File: src/rtl/demux_pkg.sv
// demux_pkg: shared request type, state encoding and widths for the demux sequencer
package demux_pkg;
    localparam int DEST_W = 2;
    localparam int NUM_OUT = 4;
    typedef struct packed {
        logic              data;
        logic [DEST_W-1:0] dest;
    } demux_req_t;
    typedef enum logic { IDLE, DRIVE } state_t;
endpackage

File: src/rtl/demux_sel_sequencer_fifo.sv
// demux_req_fifo: circular request buffer; pushes when full and pops when empty are ignored
module demux_req_fifo
    import demux_pkg::*;
#(
    parameter int DEPTH = 4,
    localparam int CNT_W = $clog2(DEPTH + 1),
    localparam int PTR_W = $clog2(DEPTH)
) (
    input  logic             clk,
    input  logic             rst_n,
    input  logic             push,
    input  demux_req_t       din,
    input  logic             pop,
    output demux_req_t       dout,
    output logic             full,
    output logic             empty,
    output logic [CNT_W-1:0] count
);
    demux_req_t       mem [DEPTH];
    logic [PTR_W-1:0] wp, rp;
    logic             do_push, do_pop;
    assign full    = count == CNT_W'(DEPTH);
    assign empty   = count == '0;
    assign do_push = push && !full;
    assign do_pop  = pop && !empty;
    assign dout    = mem[rp];
    always_ff @(posedge clk) begin
        if (do_push) mem[wp] <= din;
    end
    // Power-of-two depth lets the pointers wrap by plain overflow
    always_ff @(posedge clk or negedge rst_n) begin
        if (!rst_n) begin
            wp    <= '0;
            rp    <= '0;
            count <= '0;
        end else begin
            wp    <= wp + PTR_W'(do_push);
            rp    <= rp + PTR_W'(do_pop);
            count <= count + CNT_W'(do_push) - CNT_W'(do_pop);
        end
    end
endmodule

File: src/rtl/demux_sel_sequencer.sv
// demux_sel_sequencer: replays queued {data, dest} requests onto demux in/sel for HOLD_CYCLES each
module demux_sel_sequencer
    import demux_pkg::*;
#(
    parameter int DEPTH = 4,
    parameter int HOLD_CYCLES = 10,
    localparam int CNT_W = $clog2(DEPTH + 1)
) (
    input  logic              clk,
    input  logic              rst_n,
    input  logic              req_valid,
    output logic              req_ready,
    input  logic              req_data,
    input  logic [DEST_W-1:0] req_dest,
    output logic              demux_in,
    output logic [DEST_W-1:0] demux_sel,
    output logic              active,
    output logic [CNT_W-1:0]  fifo_count
);
    localparam int TMR_W = $clog2(HOLD_CYCLES) + 1;
    state_t           state;
    logic [TMR_W-1:0] timer;
    demux_req_t       req, head;
    logic             full, empty, pop;
    assign req       = {req_data, req_dest};
    assign req_ready = !full;
    assign active    = state == DRIVE;
    // Back-to-back: the final DRIVE cycle pops the next entry with no idle gap
    assign pop       = !empty && (state == IDLE || timer == '0);
    demux_req_fifo #(.DEPTH(DEPTH)) u_fifo (
        .clk   (clk),
        .rst_n (rst_n),
        .push  (req_valid),
        .din   (req),
        .pop   (pop),
        .dout  (head),
        .full  (full),
        .empty (empty),
        .count (fifo_count)
    );
    // demux_sel is left untouched on return to IDLE so the select lines never glitch
    always_ff @(posedge clk or negedge rst_n) begin
        if (!rst_n) begin
            state     <= IDLE;
            timer     <= '0;
            demux_in  <= 1'b0;
            demux_sel <= '0;
        end else if (pop) begin
            state     <= DRIVE;
            timer     <= TMR_W'(HOLD_CYCLES - 1);
            demux_in  <= head.data;
            demux_sel <= head.dest;
        end else if (state == DRIVE && timer != '0) begin
            timer <= timer - TMR_W'(1);
        end else begin
            state    <= IDLE;
            demux_in <= 1'b0;
        end
    end
endmodule

File: config.mk
export PLATFORM = sky130hd
export DESIGN_NAME = demux_sel_sequencer
export DESIGN_NICKNAME = d
export VERILOG_FILES = /design/src/rtl/demux_pkg.sv /design/src/rtl/demux_sel_sequencer_fifo.sv /design/src/rtl/demux_sel_sequencer.sv
export SDC_FILE = /design/constraint.sdc
export NUM_CORES = 1
export LEC_CHECK = 0
export CAP_MARGIN = 20
export CORE_ASPECT_RATIO = 1.75
export CORE_MARGIN = 2
export CORE_UTILIZATION = 30
export DETAILED_ROUTE_END_ITERATION = 7
export SKIP_LAST_GASP = 1
export SYNTH_ARGS = -nofsm -noshare
export SYNTH_HDL_FRONTEND = slang
export SYNTH_SLANG_ARGS = --single-unit
File: constraint.sdc
create_clock -name clk -period 2.98 [get_ports clk]
set_clock_uncertainty 0.15 [all_clocks]
set_input_delay 0.447 -clock clk [delete_from_list [all_inputs] [get_ports clk]]
set_output_delay 0.447 -clock clk [all_outputs]
set_load 0.03 [all_outputs]
# --- Word level (Yosys, flattened, before mapping) ---
# Memory sizes are Yosys's and may differ from the RTL's.
# Index checks and enable logic that the tools add are counted.
op_classes:
  n_shift: 0
  muxes: 7
  magnitude_cmp: 0
  bitwise_logic: 1
  n_mul: 0
  addsub: 5
  n_eq_ne: 2
  reduce_logical: 11
  div: 0
op_table:
  columns: ["op", "count"]
  rows:
  - ["$mux 5", 2]
  - ["$logic_not 5->1", 1]
  - ["$mux 1", 5]
  - ["$reduce_bool 5->1", 1]
  - ["$sub 5x1->5 const B", 1]
  - ["$add 2x1->2", 2]
  - ["$logic_and 1x1->1", 4]
  - ["$add 3x1->3", 1]
  - ["$eq 3x3->1 const B", 1]
  - ["$logic_not 3->1", 1]
  - ["$sub 3x1->3", 1]
  - ["$logic_not 1->1", 2]
  - ["$ne 2x1->1 const B", 1]
  - ["$reduce_bool 2->1", 1]
  - ["$logic_or 1x1->1", 1]
  - ["$not 1->1", 1]
word_totals:
  register_bits: 16
  inputBits: 6
  latch_bits: 0
  rom_bits: 0
  mem_count: 1
  ramBits: 12
  elab_cells: 34
  output_inout_bits: 8
memory_table:
  columns: ["name", "words", "width", "rd", "rd_ports_with_merged_regs", "wr", "line", "source"]
  rows:
  - ["u_fifo.mem", 4, 3, 1, 0, 1, "demux_sel_sequencer_fifo.sv:19", "demux_req_t mem [DEPTH];"]

# --- Longest topological paths before layout ---
logic_depth:
  ltp_word: 5
  ltp_mapped: 11
  ltp_nobuf: 10

# --- Hierarchy ---
# From an unflattened synthesis, not the netlist that was laid out.
hier_totals:
  cells_unflattened: 83
  hier_area_um2: 1267.5
modules_own_cells:
  columns: ["module", "cells_per_inst", "instances", "seq_area_each_um2", "area_per_inst_um2"]
  rows:
  - ["demux_req_fifo", 47, 1, 535.5, 825.8]
  - ["demux_sel_sequencer", 36, 1, 225.2, 441.7]

# --- Worst setup path after synthesis ---
# No wires, ideal clock.
synth_path:
  path_kind: "flip-flop to flip-flop"
  start: "reg timer[0]"
  end: "reg u_fifo.count[2]"
  path_buffers: 1
  path_slack_ns: 0.335
  arrival_time_ns: 2.361
  setup_ns: 0.134
  period_less_slack_ns: 2.645
  required_time_ns: 2.696
  path_stages_with_launch: 12
  cell_sequence: "dfrtp_1 > inv_1 > ha_1 > or4b_4 > buf_6 > a21oi_4 > mux2_2 > ha_1 > inv_1 > fa_1 > xnor2_1 > xnor2_1"
synth_between:
  elab_chain_cells: 5
synth_rtl:
  columns: ["element", "line", "source"]
  rows:
  - ["from (decl)", "demux_sel_sequencer.sv:22", "logic [TMR_W-1:0] timer;"]
  - ["from (signal assigned)", "demux_sel_sequencer.sv:50", "timer <= TMR_W'(HOLD_CYCLES - 1);"]
  - ["from (signal assigned)", "demux_sel_sequencer.sv:54", "timer <= timer - TMR_W'(1);"]
  - ["$logic_not 5->1", "demux_sel_sequencer.sv:29", "assign pop = !empty && (state == IDLE || timer == '0);"]
  - ["$logic_or 1x1->1", "demux_sel_sequencer.sv:29", null]
  - ["$logic_and 1x1->1", "demux_sel_sequencer.sv:29", null]
  - ["$logic_and 1x1->1", "demux_sel_sequencer_fifo.sv:25", "assign do_pop = pop && !empty;"]
  - ["$sub 3x1->3", "demux_sel_sequencer_fifo.sv:39", "count <= count + CNT_W'(do_push) - CNT_W'(do_pop);"]
  - ["to (signal assigned)", "demux_sel_sequencer_fifo.sv:39", null]
  - ["to (decl)", "demux_sel_sequencer_fifo.sv:17", "output logic [CNT_W-1:0] count"]
# No other way between the ends.
# A chain may end at the register's enable or synchronous reset.

# --- Worst setup path in the final report ---
# Ends and elaborated chain as after synthesis.

==> out/qor.yml <==
crit_type: "register to register"
nets: 114
tightest_slew_ns: 0.7128
core_um2: 4111
wl_per_cell_um: 13.62
grt_max_degree: 17
drive_above_1_share_pct: 19.61
final.setup.tns_ns: 0
gr-total-overflow: 0
drt-met1-wl_um: 758
period_needed_ns: 2.591
setup_viol: 0
wl_met3_um: 44
fin_area_um2: 1509
postSynthAreaPerCell_um2: 14.97
layout_commonest_cell: "dfrtp_1"
area_growth_pct: 18.58
end_kind: "register"
timing.final.crit_share_pct: 86.95
worstPathArrival_ns: 2.64
power_density_nw_per_um2: 992.5
drc: 0
cts.htree.levels: 1
drtPass1Iterations: 4
cts_hold_buf: 0
maxCapViolations: 0
via_per_inst: 4.748
io_buffer_count: 13
rsz0062_at_grt: "no"
row_count: 31
nFillCells: 429
first_iter_violations: 13
diodes: 0
grt_pass1_vias: 760
hold_viol: 0
post_cts_buffers: 0
required_ns: 3.03
dieArea_um2: 4799
placed_cell_area_um2: 1464
ys_warn_count: 0
cts-resized-gates: 0
irDropWorstVdd_v: 0.0003400
routabilityCongestion: 0.6505
synth_cell_type_count: 33
ys_ff_latch: 28
cts_tree: "built"
clk_pin_slew_ns: 0.09
syn_inst: 85
grt_pass1_wl_um: 3505
die_y_um: 90.16
insertion_delay_ns: 0.27
grtUsageTotal_pct: 10.05
clkSinkCount: 28
wl_met2_um: 1206
max_slew_margin_pct: 52.33
mostFrequentLayoutCells: "16 x dfrtp_1, 13 x clkdlybuf4s50_1, 12 x edfxtp_1"
synth-seq-area-share_pct: 59.78
cp-start-kind: "register"
initial_core_util_pct: 30.95
cts-root-buf: "clkbuf_8"
path_max_fanout: 7
boundaryPins: 14
syn_area_um2: 1272
dp_hpwl_um: 1602
dr.max_layer_used: "met4"
hp-class: "register to register"
syn_nets: 96
die_x_um: 53.23
drv_slew: 0
p_leak_nw: 0.6052
wl_um: 2056
timing.fmax_mhz: 386.0
cts_buffers: 3
antenna_found_initial: 0
outcome: "finished, final reports clean"
drtAntennaViolNets: 0
num_vias: 717
clock_path_buffers: 2
-- worst paths after layout --
kind | start | end | slack [ns] | cells past startpoint
worst max-delay path | timer[0]$_DFFE_PN0P_ | u_fifo.count[2]$_DFF_PN0_ | 0.39 | 10
worst min-delay path | demux_in$_DFFE_PN0P_ | demux_in$_DFFE_PN0P_ | 0.36 | 1
worst max register to register | timer[0]$_DFFE_PN0P_ | u_fifo.count[2]$_DFF_PN0_ | 0.39 | 10
worst min register to register | demux_in$_DFFE_PN0P_ | demux_in$_DFFE_PN0P_ | 0.36 | 1
max in group asynchronous | rst_n | u_fifo.rp[0]$_DFF_PN0_ | 1.78 | 1
min in group asynchronous | rst_n | timer[1]$_DFFE_PN0P_ | 0.45 | 1
-- through the flow --
step | util, % | std cells | hold slack, ns | power (W) | worst slack [ns]
global placement | 35.61 | 147 | 0.3495 | 0.001297 | 0.4060
detailed placement | 35.61 | 147 | 0.3466 | 0.001320 | 0.3815
CTS | 36.70 | 151 | 0.3669 | 0.001522 | 0.3583
finish | 36.70 | 151 | 0.3585 | 0.001498 | 0.3890
global route | 36.70 | 151 | 0.3805 | 0.001604 | 0.2316
floorplan | - | 85 | 0.001409 | 0.001111 | 0.3349
-- per-layer routing --
layer | GRT usage (%) | vias to the layer above
met2 | 17.18 | 7
met1 | 10.81 | 367
met5 | 0 | -
met3 | 1.495 | 2
li1 | - | 341
met4 | 6.410 | 0
-- state kept, by name, indices dropped and copies added, names as in the netlist --
name and count:
demux_sel 2, demux_in 1, u_fifo.count 3, active 1, u_fifo.wp 2, timer 5
u_fifo.mem 12, u_fifo.rp 2
-- cell usage after synthesis (all sizes together) --
| library cell | count | share of area, % |
|---|---|---|
| inv | 9 | 2.7 |
| a211o | 1 | 0.69 |
| nor3b | 2 | 1.2 |
| xor2 | 2 | 1.4 |
| and3 | 3 | 1.6 |
| a22o | 1 | 0.69 |
| nor2 | 1 | 0.29 |
| or4b | 1 | 1.1 |
| nor3 | 4 | 1.6 |
| nand3 | 2 | 0.79 |
| or3b | 1 | 0.69 |
| ha | 4 | 3.9 |
| a221oi | 1 | 1.2 |
| nor4b | 1 | 0.69 |
| a21oi | 1 | 1.3 |
| buf | 1 | 0.88 |
| edfxtp | 12 | 28 |
| mux4 | 3 | 5.3 |
| mux2 | 3 | 3.2 |
| a21boi | 1 | 0.88 |
| dfrtp | 16 | 31 |
| o311a | 1 | 0.88 |
| and2 | 1 | 0.69 |
| a211oi | 1 | 0.98 |
| fa | 1 | 1.6 |
| mux2i | 2 | 1.6 |
| nand3b | 1 | 0.59 |
| nand2 | 3 | 0.88 |
| clkbuf | 1 | 0.29 |
| nand4b | 1 | 0.69 |
| xnor2 | 3 | 2.1 |
-- report_power, final --
part	switching, W	total, W	internal (W)
combinational	0.000294	0.000618	0.000324
sequential	0.000132	0.000680	0.000547
clock	0.000108	0.000200	0.0000922
-- critical path, stage by stage, from the launching register on --
cell,delay (ns)
dfrtp_1,0.38
inv_1,0.11
ha_1,0.15
or4b_4,0.53
a21oi_4,0.18
mux2_2,0.16
ha_1,0.13
inv_1,0.04
fa_1,0.37
xnor2_1,0.19
xnor2_1,0.13
-- area by class of cell --
class	instances	area, um2	area share [%]
multi-input combinational	46	462.9	30.68
clock buffer	3	41.29	2.736
timing repair buffer	15	145.1	9.619
tap	49	61.31	4.063
clock inverter	1	3.754	0.2488
sequential	28	760.7	50.41
inverter	9	33.78	2.239
-- cell families (layout without fill, tap and decap cells) --
| group | Yosys count | after routing | synth area share, % |
|---|---|---|---|
| simple gates | 21 | 21 | 10.72 |
| mux | 8 | 8 | 10.13 |
| flops | 28 | 28 | 59.78 |
| compound gates | 7 | 7 | 6.588 |
| fa+ha+maj | 5 | 5 | 5.507 |
| xor+xnor | 5 | 5 | 3.442 |
| buf+inv | 11 | 28 | 3.834 |
No activity file was read; power rests on OpenSTA's default activity.
